<file path="src/rtl/ram_bank_eraser_pkg.sv">
// Shared encodings for the bank eraser: AXI burst/response codes, FSM states,
// and a helper that sizes counters from their largest value.
package ram_bank_eraser_pkg;

    localparam logic [1:0] BURST_INCR  = 2'b01;

    localparam logic [1:0] RESP_OKAY   = 2'b00;
    localparam logic [1:0] RESP_EXOKAY = 2'b01;
    localparam logic [1:0] RESP_SLVERR = 2'b10;
    localparam logic [1:0] RESP_DECERR = 2'b11;

    typedef enum logic [1:0] {
        ST_IDLE  = 2'd0,
        ST_RUN   = 2'd1,
        ST_DRAIN = 2'd2
    } eraser_state_t;

    // Bits needed to hold every value 0..max_val (at least one bit).
    function automatic int unsigned cnt_bits(input logic [63:0] max_val);
        int unsigned bits;
        bits = 1;
        while (bits < 64 && (max_val >> bits) != 64'd0) begin
            bits++;
        end
        return bits;
    endfunction

endpackage

</file>
<file path="src/rtl/ram_bank_eraser_wgen.sv">
// W-beat generator: streams beats of full bursts, never ahead of the number of
// bursts whose address has already been accepted (aw_cnt).
module ram_bank_eraser_wgen
    import ram_bank_eraser_pkg::*;
#(
    parameter int unsigned CW          = 6,
    parameter int unsigned BURST_BEATS = 64
) (
    input  logic          clk,
    input  logic          reset,
    input  logic          clear,
    input  logic          run,
    input  logic [CW-1:0] aw_cnt,
    input  logic          wready,
    output logic          wvalid,
    output logic          wlast,
    output logic [CW-1:0] w_cnt
);

    localparam int unsigned     BW        = cnt_bits(64'(BURST_BEATS - 1));
    localparam logic [BW-1:0]   LAST_BEAT = BW'(BURST_BEATS - 1);

    logic [BW-1:0] beat_cnt;
    logic          w_hs;

    // Valid only depends on registered counts, so once raised it can only
    // fall after the handshake that consumes it.
    assign wvalid = run && (w_cnt < aw_cnt);
    assign wlast  = (beat_cnt == LAST_BEAT);
    assign w_hs   = wvalid && wready;

    // Beat counter wraps per burst; completed bursts counted on the last beat.
    always_ff @(posedge clk or posedge reset) begin
        if (reset) begin
            beat_cnt <= '0;
            w_cnt    <= '0;
        end else if (clear) begin
            beat_cnt <= '0;
            w_cnt    <= '0;
        end else if (w_hs) begin
            if (wlast) begin
                beat_cnt <= '0;
                w_cnt    <= w_cnt + 1'b1;
            end else begin
                beat_cnt <= beat_cnt + 1'b1;
            end
        end
    end

endmodule

</file>
<file path="src/rtl/ram_bank_eraser.sv">
// AXI4 write master that fills a DDR bank with a constant pattern using
// full-length INCR bursts, with a cap on bursts awaiting their write response.
//
// state    | meaning
// ST_IDLE  | waiting for erase_ram; erase_idle=1
// ST_RUN   | issuing AW and W traffic, accepting B
// ST_DRAIN | all AW/W sent, waiting for remaining B responses
module ram_bank_eraser
    import ram_bank_eraser_pkg::*;
#(
    parameter int unsigned DW          = 512,
    parameter int unsigned AW          = 64,
    parameter logic [63:0] RAM_BASE    = 64'h0,
    parameter logic [63:0] RAM_SIZE    = 64'h1_0000_0000,
    parameter int unsigned BURST_BEATS = 64,
    parameter logic [31:0] FILL        = 32'hFFFF_FFFF,
    parameter int unsigned MAX_OUTST   = 8
) (
    input  logic            clk,
    input  logic            reset,
    input  logic            erase_ram,
    output logic            erase_idle,
    output logic            erase_error,
    output logic [AW-1:0]   M_AXI_AWADDR,
    output logic [7:0]      M_AXI_AWLEN,
    output logic [2:0]      M_AXI_AWSIZE,
    output logic [1:0]      M_AXI_AWBURST,
    output logic            M_AXI_AWVALID,
    input  logic            M_AXI_AWREADY,
    output logic [DW-1:0]   M_AXI_WDATA,
    output logic [DW/8-1:0] M_AXI_WSTRB,
    output logic            M_AXI_WLAST,
    output logic            M_AXI_WVALID,
    input  logic            M_AXI_WREADY,
    input  logic [1:0]      M_AXI_BRESP,
    input  logic            M_AXI_BVALID,
    output logic            M_AXI_BREADY
);

    localparam logic [63:0]   BURST_BYTES = 64'(BURST_BEATS) * 64'(DW / 8);
    localparam logic [63:0]   NBURSTS     = RAM_SIZE / BURST_BYTES;
    localparam int unsigned   CW          = cnt_bits(NBURSTS);
    localparam logic [CW-1:0] NB          = CW'(NBURSTS);
    localparam logic [CW-1:0] NB_M1       = CW'(NBURSTS - 64'd1);

    eraser_state_t state, state_nxt;

    logic [CW-1:0] aw_cnt;
    logic [CW-1:0] b_cnt;
    logic [CW-1:0] w_cnt;
    logic [CW-1:0] outst;
    logic          start;
    logic          running;
    logic          aw_hs;
    logic          b_hs;
    logic          aw_done;
    logic          w_done;
    logic          b_done;

    assign outst   = aw_cnt - b_cnt;
    assign aw_hs   = M_AXI_AWVALID && M_AXI_AWREADY;
    assign b_hs    = M_AXI_BVALID && M_AXI_BREADY;
    assign aw_done = (aw_cnt == NB);
    assign w_done  = (w_cnt == NB);
    // Counting the B accepted this cycle lets the return to idle land the
    // cycle right after the final response.
    assign b_done  = (b_cnt == NB) || (b_hs && (b_cnt == NB_M1));

    // State register.
    always_ff @(posedge clk or posedge reset) begin
        if (reset) begin
            state <= ST_IDLE;
        end else begin
            state <= state_nxt;
        end
    end

    // Next-state and state-decoded controls; erase_ram while busy is ignored.
    always_comb begin
        state_nxt    = state;
        start        = 1'b0;
        running      = 1'b0;
        erase_idle   = 1'b0;
        M_AXI_BREADY = 1'b0;
        case (state)
            ST_IDLE: begin
                erase_idle = 1'b1;
                if (erase_ram) begin
                    start     = 1'b1;
                    state_nxt = ST_RUN;
                end
            end
            ST_RUN: begin
                running      = 1'b1;
                M_AXI_BREADY = 1'b1;
                if (aw_done && w_done) begin
                    state_nxt = b_done ? ST_IDLE : ST_DRAIN;
                end
            end
            ST_DRAIN: begin
                M_AXI_BREADY = 1'b1;
                if (b_done) begin
                    state_nxt = ST_IDLE;
                end
            end
            default: begin
                state_nxt = ST_IDLE;
            end
        endcase
    end

    // Burst issue and response accounting; error flag is sticky per erase.
    always_ff @(posedge clk or posedge reset) begin
        if (reset) begin
            aw_cnt      <= '0;
            b_cnt       <= '0;
            erase_error <= 1'b0;
        end else if (start) begin
            aw_cnt      <= '0;
            b_cnt       <= '0;
            erase_error <= 1'b0;
        end else begin
            if (aw_hs) begin
                aw_cnt <= aw_cnt + 1'b1;
            end
            if (b_hs) begin
                b_cnt <= b_cnt + 1'b1;
                if (M_AXI_BRESP != RESP_OKAY) begin
                    erase_error <= 1'b1;
                end
            end
        end
    end

    // AWVALID depends only on registered counts: a B can only widen the window,
    // so valid and address stay put until AWREADY.
    assign M_AXI_AWVALID = running && (aw_cnt < NB) && (64'(outst) < 64'(MAX_OUTST));
    assign M_AXI_AWADDR  = AW'(RAM_BASE) + AW'(aw_cnt) * AW'(BURST_BYTES);
    assign M_AXI_AWLEN   = 8'(BURST_BEATS - 1);
    assign M_AXI_AWSIZE  = 3'(cnt_bits(64'(DW / 8)) - 1);
    assign M_AXI_AWBURST = BURST_INCR;

    assign M_AXI_WDATA   = {(DW / 32){FILL}};
    assign M_AXI_WSTRB   = '1;

    ram_bank_eraser_wgen #(
        .CW          (CW),
        .BURST_BEATS (BURST_BEATS)
    ) u_wgen (
        .clk    (clk),
        .reset  (reset),
        .clear  (start),
        .run    (running),
        .aw_cnt (aw_cnt),
        .wready (M_AXI_WREADY),
        .wvalid (M_AXI_WVALID),
        .wlast  (M_AXI_WLAST),
        .w_cnt  (w_cnt)
    );

endmodule

</file>
<file path="config.mk">
export PLATFORM = sky130hd
export DESIGN_NAME = ram_bank_eraser
export DESIGN_NICKNAME = d
export VERILOG_FILES = /design/src/rtl/ram_bank_eraser_pkg.sv /design/src/rtl/ram_bank_eraser_wgen.sv /design/src/rtl/ram_bank_eraser.sv
export SDC_FILE = /design/constraint.sdc
export NUM_CORES = 1
export LEC_CHECK = 0
export ABC_AREA = 0
export BUFFER_PORTS_ARGS = -buffer_cell sky130_fd_sc_hd__buf_4
export CAP_MARGIN = 20
export CORE_AREA = 10 10 253 255
export CTS_CLUSTER_SIZE = 28
export DETAILED_ROUTE_END_ITERATION = 16
export DIE_AREA = 0 0 263 265
export HOLD_SLACK_MARGIN = 0.03
export PLACE_DENSITY = 0.37
export SYNTH_ARGS = -nofsm -noshare
export SYNTH_HDL_FRONTEND = slang
export SYNTH_HIERARCHICAL = 1
export SYNTH_SLANG_ARGS = --single-unit
</file>
<file path="constraint.sdc">
create_clock -name clk -period 4.4 [get_ports clk]
set_clock_uncertainty 0.2 [all_clocks]
set_input_delay 0.22 -clock clk [delete_from_list [all_inputs] [get_ports clk]]
set_output_delay 0.22 -clock clk [all_outputs]
set_load 0.02 [all_outputs]
</file>
After elaboration in Yosys (flattened, before gate mapping) --
Index checks and enable logic that the tools add are counted. W data, S select, Z words.
Word-level totals: output and inout port bits 659, flip-flop bits (word level) 72, word-level logic and storage cells 67, bits of input ports 8
Cells by class: reduce and logical (&&, ||, !) cells 20, $lt $le $gt $ge 3, add/sub/neg operators 5, equality and inequality tests 10, mux-type cells 23
Operators by type and width (count):
- $mux W21 | 7
- $add A21 B1 Y21 const B | 3
- $eq A21 B21 Y1 const B | 3
- $eq A21 B20 Y1 const B | 1
- $lt A21 B21 Y1 | 1
- $lt A21 B21 Y1 const B | 1
- $lt A21 B4 Y1 const B | 1
- $sub A21 B21 Y21 | 1
- $mux W6 | 3
- $reduce_bool A2 Y1 | 6
- $logic_and A1 B1 Y1 | 8
- $mux W1 | 8
- $mux W2 | 4
- $add A6 B1 Y6 const B | 1
- $eq A6 B6 Y1 const B | 1
- $ne A2 B2 Y1 const B | 3
- $pmux W2 S3 | 1
- $reduce_and A2 Y1 | 2
- $reduce_and A3 Y1 | 1
- $eq A2 B1 Y1 const B | 1
- $eq A2 B2 Y1 const B | 1
- $logic_not A2 Y1 | 1
- $reduce_or A2 Y1 | 1
- $logic_or A1 B1 Y1 | 1

Logic depth before layout (Yosys ltp) --
depth in word-level cells 9, gate-level depth with buffers 14

Modules after synthesis --
The synthesis kept the hierarchy.
Modules (own cells, without submodules):
- ram_bank_eraser | sequential area each 1126.1 um2, cells an instance 1111, instances 1, area an instance 8673.3 um2
- ram_bank_eraser_wgen | sequential area each 675.6 um2, cells an instance 242, instances 1, area an instance 2114.5 um2

Worst setup path after synthesis --
No wires, ideal clock.
kind register to output, start register aw_cnt[2], end output port M_AXI_AWVALID, setup slack 0.670 ns, data required time 3.980 ns, buffers on the path 0, cell stages (with the launch flop) 11, arrival time 3.310 ns, path through dfrtp_1 -> ha_1 -> o21a_1 -> nor2_1 -> nor4_1 -> or2_1 -> xor2_1 -> nor3_1 -> nor4b_1 -> or4b_1 -> nor4_1
On the way: longest elaborated chain between the ends 3, elaborated cells on any way between the ends 5, those cells by class 1 x add/sub; 2 x order compare; 2 x reduce/logical
Ends and longest elaborated chain:
- start: declaration | RTL line ram_bank_eraser.sv:48 | logic [CW-1:0] aw_cnt;
- start signal: assignment | RTL line ram_bank_eraser.sv:124 | aw_cnt <= aw_cnt + 1'b1;
- $sub A21 B21 Y21 or $lt A21 B21 Y1 (tied branches) | RTL line ram_bank_eraser.sv:60, ram_bank_eraser.sv:137
- $lt A21 B4 Y1 or $logic_and A1 B1 Y1 (tied branches) | RTL line ram_bank_eraser.sv:137 | assign M_AXI_AWVALID = running && (aw_cnt < NB) && (64'(outst) < 64'(MAX_OUTST));
- $logic_and A1 B1 Y1 * | RTL line ram_bank_eraser.sv:137
- end: declaration | RTL line ram_bank_eraser.sv:28 | output logic M_AXI_AWVALID,
Every way passes the cells marked *; elsewhere a longest branch is shown, timed or not.

Final worst setup path --
start register aw_cnt[14], end output port M_AXI_AWVALID
The elaborated chain is that of the path after synthesis.

==> reports/metrics.csv <==
stage,metric,value,unit
worst_setup_path,"setup slack, reg-to-reg",0.40,ns
detailed_routing,vias post-DR,7196,
min_path,WHS Path Cells,4,
floorplan,die height,265,µm
timing,fmax,239,MHz
min_path,Hold Path Class,input port to flop,
timing,Final Setup Violations,0,
synthesis,syn_area_per_cell,7.97,µm²
worst_setup_path,worst-case reg-to-reg path depth,13,
worst_setup_path,Worst EP required,3.98,ns
worst_setup_path,CP Launch Type,flop,
floorplan,Chip Width,263,µm
floorplan,IO Count,667,
clock_network,Num CTS Buffers,9,
outcome,run status,"finished, final reports clean",
floorplan,DIE AREA,69700,µm²
synthesis,Synth Warn #,6,
grt,first-pass GRT wire length,45.8,mm
timing,Worst slew margin,0.327,
timing,worst slew pin tran,1.00,ns
place,dpl cells,2160,
detailed_routing,vias per inst,3.30,
detailed_routing,Met1 Routed Length,12.5,mm
clock_network,Clock Tree Buf Depth,2,
detailed_routing,DR iter-0 viols,378,
finish,final std cells w/o fill,2178,
timing,fin crit period,4.18,ns
finish,Diodes inserted,0,
detailed_routing,met3 routed WL,2.89,mm
detailed_routing,Top Metal Used,met4,
pwr,pwr dens,293,nW/µm²
timing,fin. max-slew vios,0,
timing,unrepaired setup endpoints after global routing,no,
worst_setup_path,CP endpoint kind,output pin,
finish,Fillers,6725,
place,Final GP Congestion,0.788,
synthesis,Synth async-reset ratio,1.00,
clock_network,clk_lat worst skew,0.34,ns
timing,hold slack,0.0675,ns
synthesis,register area share after synthesis,0.167,
clock_network,Root Buffer,clkbuf_16,
worst_setup_path,reg-to-reg endpoint,aw_cnt[5]$_DFFE_PP0P_,
grt,gr usage total,0.0807,
synthesis,Post-synth EDFFs,0,
synthesis,prevailing post-synth register cell,dfrtp_1,
finish,Final #Nets,1457,
worst_setup_path,worst flop-to-flop path startpoint,b_cnt[16]$_DFFE_PP0P_,
floorplan,core region area,58800,µm²
timing,Hold Fails Final Rpt,0,
floorplan,Initial Util,0.183,
worst_setup_path,CP Max Fanout,12,
timing,final critical-path share of the clock period,0.949,
grt,largest net degree at the start of global routing,49,
grt,antenna violations before repair,1,
synthesis,Mapped Area,10800,µm²
synthesis,"flops & latches, synth",72,
min_path,Hold Startpoint,erase_ram,
detailed_routing,Post-DRT Antenna Nets,0,
worst_setup_path,Critical Path AT,3.76,ns
grt,vias in the first global route,7567,
detailed_routing,total routed wirelength,31.1,mm
place,hpwl dp,26.0,mm
grt,GRT overflow,0,
finish,Layout area overhead,-6.47,%
clock_network,TritonCTS clock tree,done,
detailed_routing,drt drc,0,
min_path,Worst Hold End,state[0]$_DFFE_PP0P_,
synthesis,Unique masters post-synth,77,
detailed_routing,Initial DRT Pass Iterations,5,
detailed_routing,met2 WL post-DR,15.2,mm
synthesis,Post-Synthesis Cells,1353,
place,Port-buffer cells,34,
clock_network,Clock Sinks,72,
clock_network,"CTS clk-pin slew, worst paths",0.07,ns
pwr,PnR Total Power,2.95,mW
worst_setup_path,CP Class,flop to output pin,
timing,Fin Setup TNS,0,ns
pwr,Peak VDD IR,0.256,mV
floorplan,row count,89,
pwr,P_leak,5.09,nW
detailed_routing,drt wl/cell,14.3,µm
job,Max-Cap Viols,0,
finish,layout cells sized above 1,0.0847,
clock_network,CTS HTree Levels,3,
==> stage by stage <==
stage | util | area, µm² | setup WS (ns)
6_report | 0.172 | 10100 | 0.223
3_5_place_dp | 0.166 | 9740 | 0.267
5_1_grt | 0.172 | 10100 | 0.0151
3_3_place_gp | 0.166 | 9740 | 0.219
4_1_cts | 0.171 | 10100 | 0.0648
2_1_floorplan | - | 13200 | 0.670
==> worst max-delay path: stages (launching register included) <==
cell and delay (ns):
dfrtp_1 0.42, ha_1 0.52, a21oi_1 0.38, o32ai_1 0.15, a21oi_1 0.33, o211ai_1 0.22
nor3_1 0.21, nor4b_1 0.27, or4b_1 0.46, nor4_1 0.23, buf_4 0.21
==> cell type report <==
class	instances	area [µm²]	share of cell area
inverters	67	251	0.0249
flip-flops and latches	72	1800	0.179
multi-input cells	1183	6210	0.616
well taps	773	967	0.0959
clock buffers	10	229	0.0227
repair buffers	68	543	0.0538
clock inverters	5	82.6	0.00818
==> per-layer routing <==
metal / up-vias / track usage
li1: 3371 / -
met1: 3425 / 0.0948
met2: 374 / 0.137
met3: 26 / 0.0285
met4: 0 / 0.0216
met5: - / 0
==> synthesized netlist by cell type (all sizes together) (11+ instances only) <==
cell type  instances  share of area
a21oi             55          0.026
and3              11         0.0064
buf              647           0.45
clkbuf            14         0.0049
dfrtp             72           0.17
ha                48          0.056
inv               67          0.023
nand2             61          0.022
nand3             28          0.014
nand4             23          0.013
nor2              52          0.018
nor3              22          0.012
nor4              22          0.016
o211ai            11         0.0094
o21ai             23          0.011
o31ai             19          0.013
or3               13         0.0080
or4               22          0.016
xnor2             25          0.020
==> flip-flops by register name (all words and copies together), names as in the netlist <==
register / cells
b_cnt: 21
u_wgen/beat_cnt: 6
erase_error: 1
aw_cnt: 21
u_wgen/w_cnt: 21
state: 2
==> cell families (layout without fill, tap and decap cells) <==
| group | count (synthesis) | after routing | synth area share |
|---|---|---|---|
| buf+inv | 728 | 150 | 0.477 |
| compound gates | 162 | 162 | 0.106 |
| fa+ha+maj | 48 | 48 | 0.0557 |
| simple gates | 296 | 296 | 0.154 |
| xor+xnor | 31 | 31 | 0.0252 |
| flops | 72 | 72 | 0.167 |
| other cells | 2 | 632 | 0.000696 |
| mux | 14 | 14 | 0.0135 |
==> worst max path at each step <==
| stage | startpoint | endpoint | slack, ns | cells after the start |
|---|---|---|---|---|
| 2_1_floorplan | aw_cnt[2]$_DFFE_PP0P_ | M_AXI_AWVALID | 0.67 | 10 |
| 3_3_place_gp | aw_cnt[5]$_DFFE_PP0P_ | aw_cnt[9]$_DFFE_PP0P_ | 0.22 | 11 |
| 3_5_place_dp | aw_cnt[5]$_DFFE_PP0P_ | aw_cnt[5]$_DFFE_PP0P_ | 0.27 | 12 |
| 4_1_cts | aw_cnt[5]$_DFFE_PP0P_ | M_AXI_AWVALID | 0.06 | 10 |
| 5_1_grt | b_cnt[16]$_DFFE_PP0P_ | M_AXI_AWVALID | 0.02 | 11 |
| 6_report | aw_cnt[14]$_DFFE_PP0P_ | M_AXI_AWVALID | 0.22 | 10 |
==> power by group <==
part	total, mW	internal [mW]	switching [mW]
combinational	1.44	0.331	1.11
clock	0.805	0.495	0.310
sequential	0.711	0.685	0.0256
==> placed cells by master (no fill, tap or decap), types with 11 or more instances in the layout <==
cell	n
nand3_1	26
o21ai_0	21
nand2_1	60
nor3_1	19
o31ai_1	19
nand4_1	23
nor2_1	52
ha_1	47
conb_1	632
nor4_1	20
or3_1	12
inv_1	65
xnor2_1	25
dfrtp_1	72
a21oi_1	53
and3_1	11
or4_1	21
buf_4	63
==> what timing repair did <==
action,4_1_cts,5_1_grt
gates resized for setup,0,3
hold buffers,3,0
setup endpoints to repair,0,7
hold endpoints to repair,73,0
buffers inserted,0,0
Note: power is estimated with default switching activity, not from simulation.
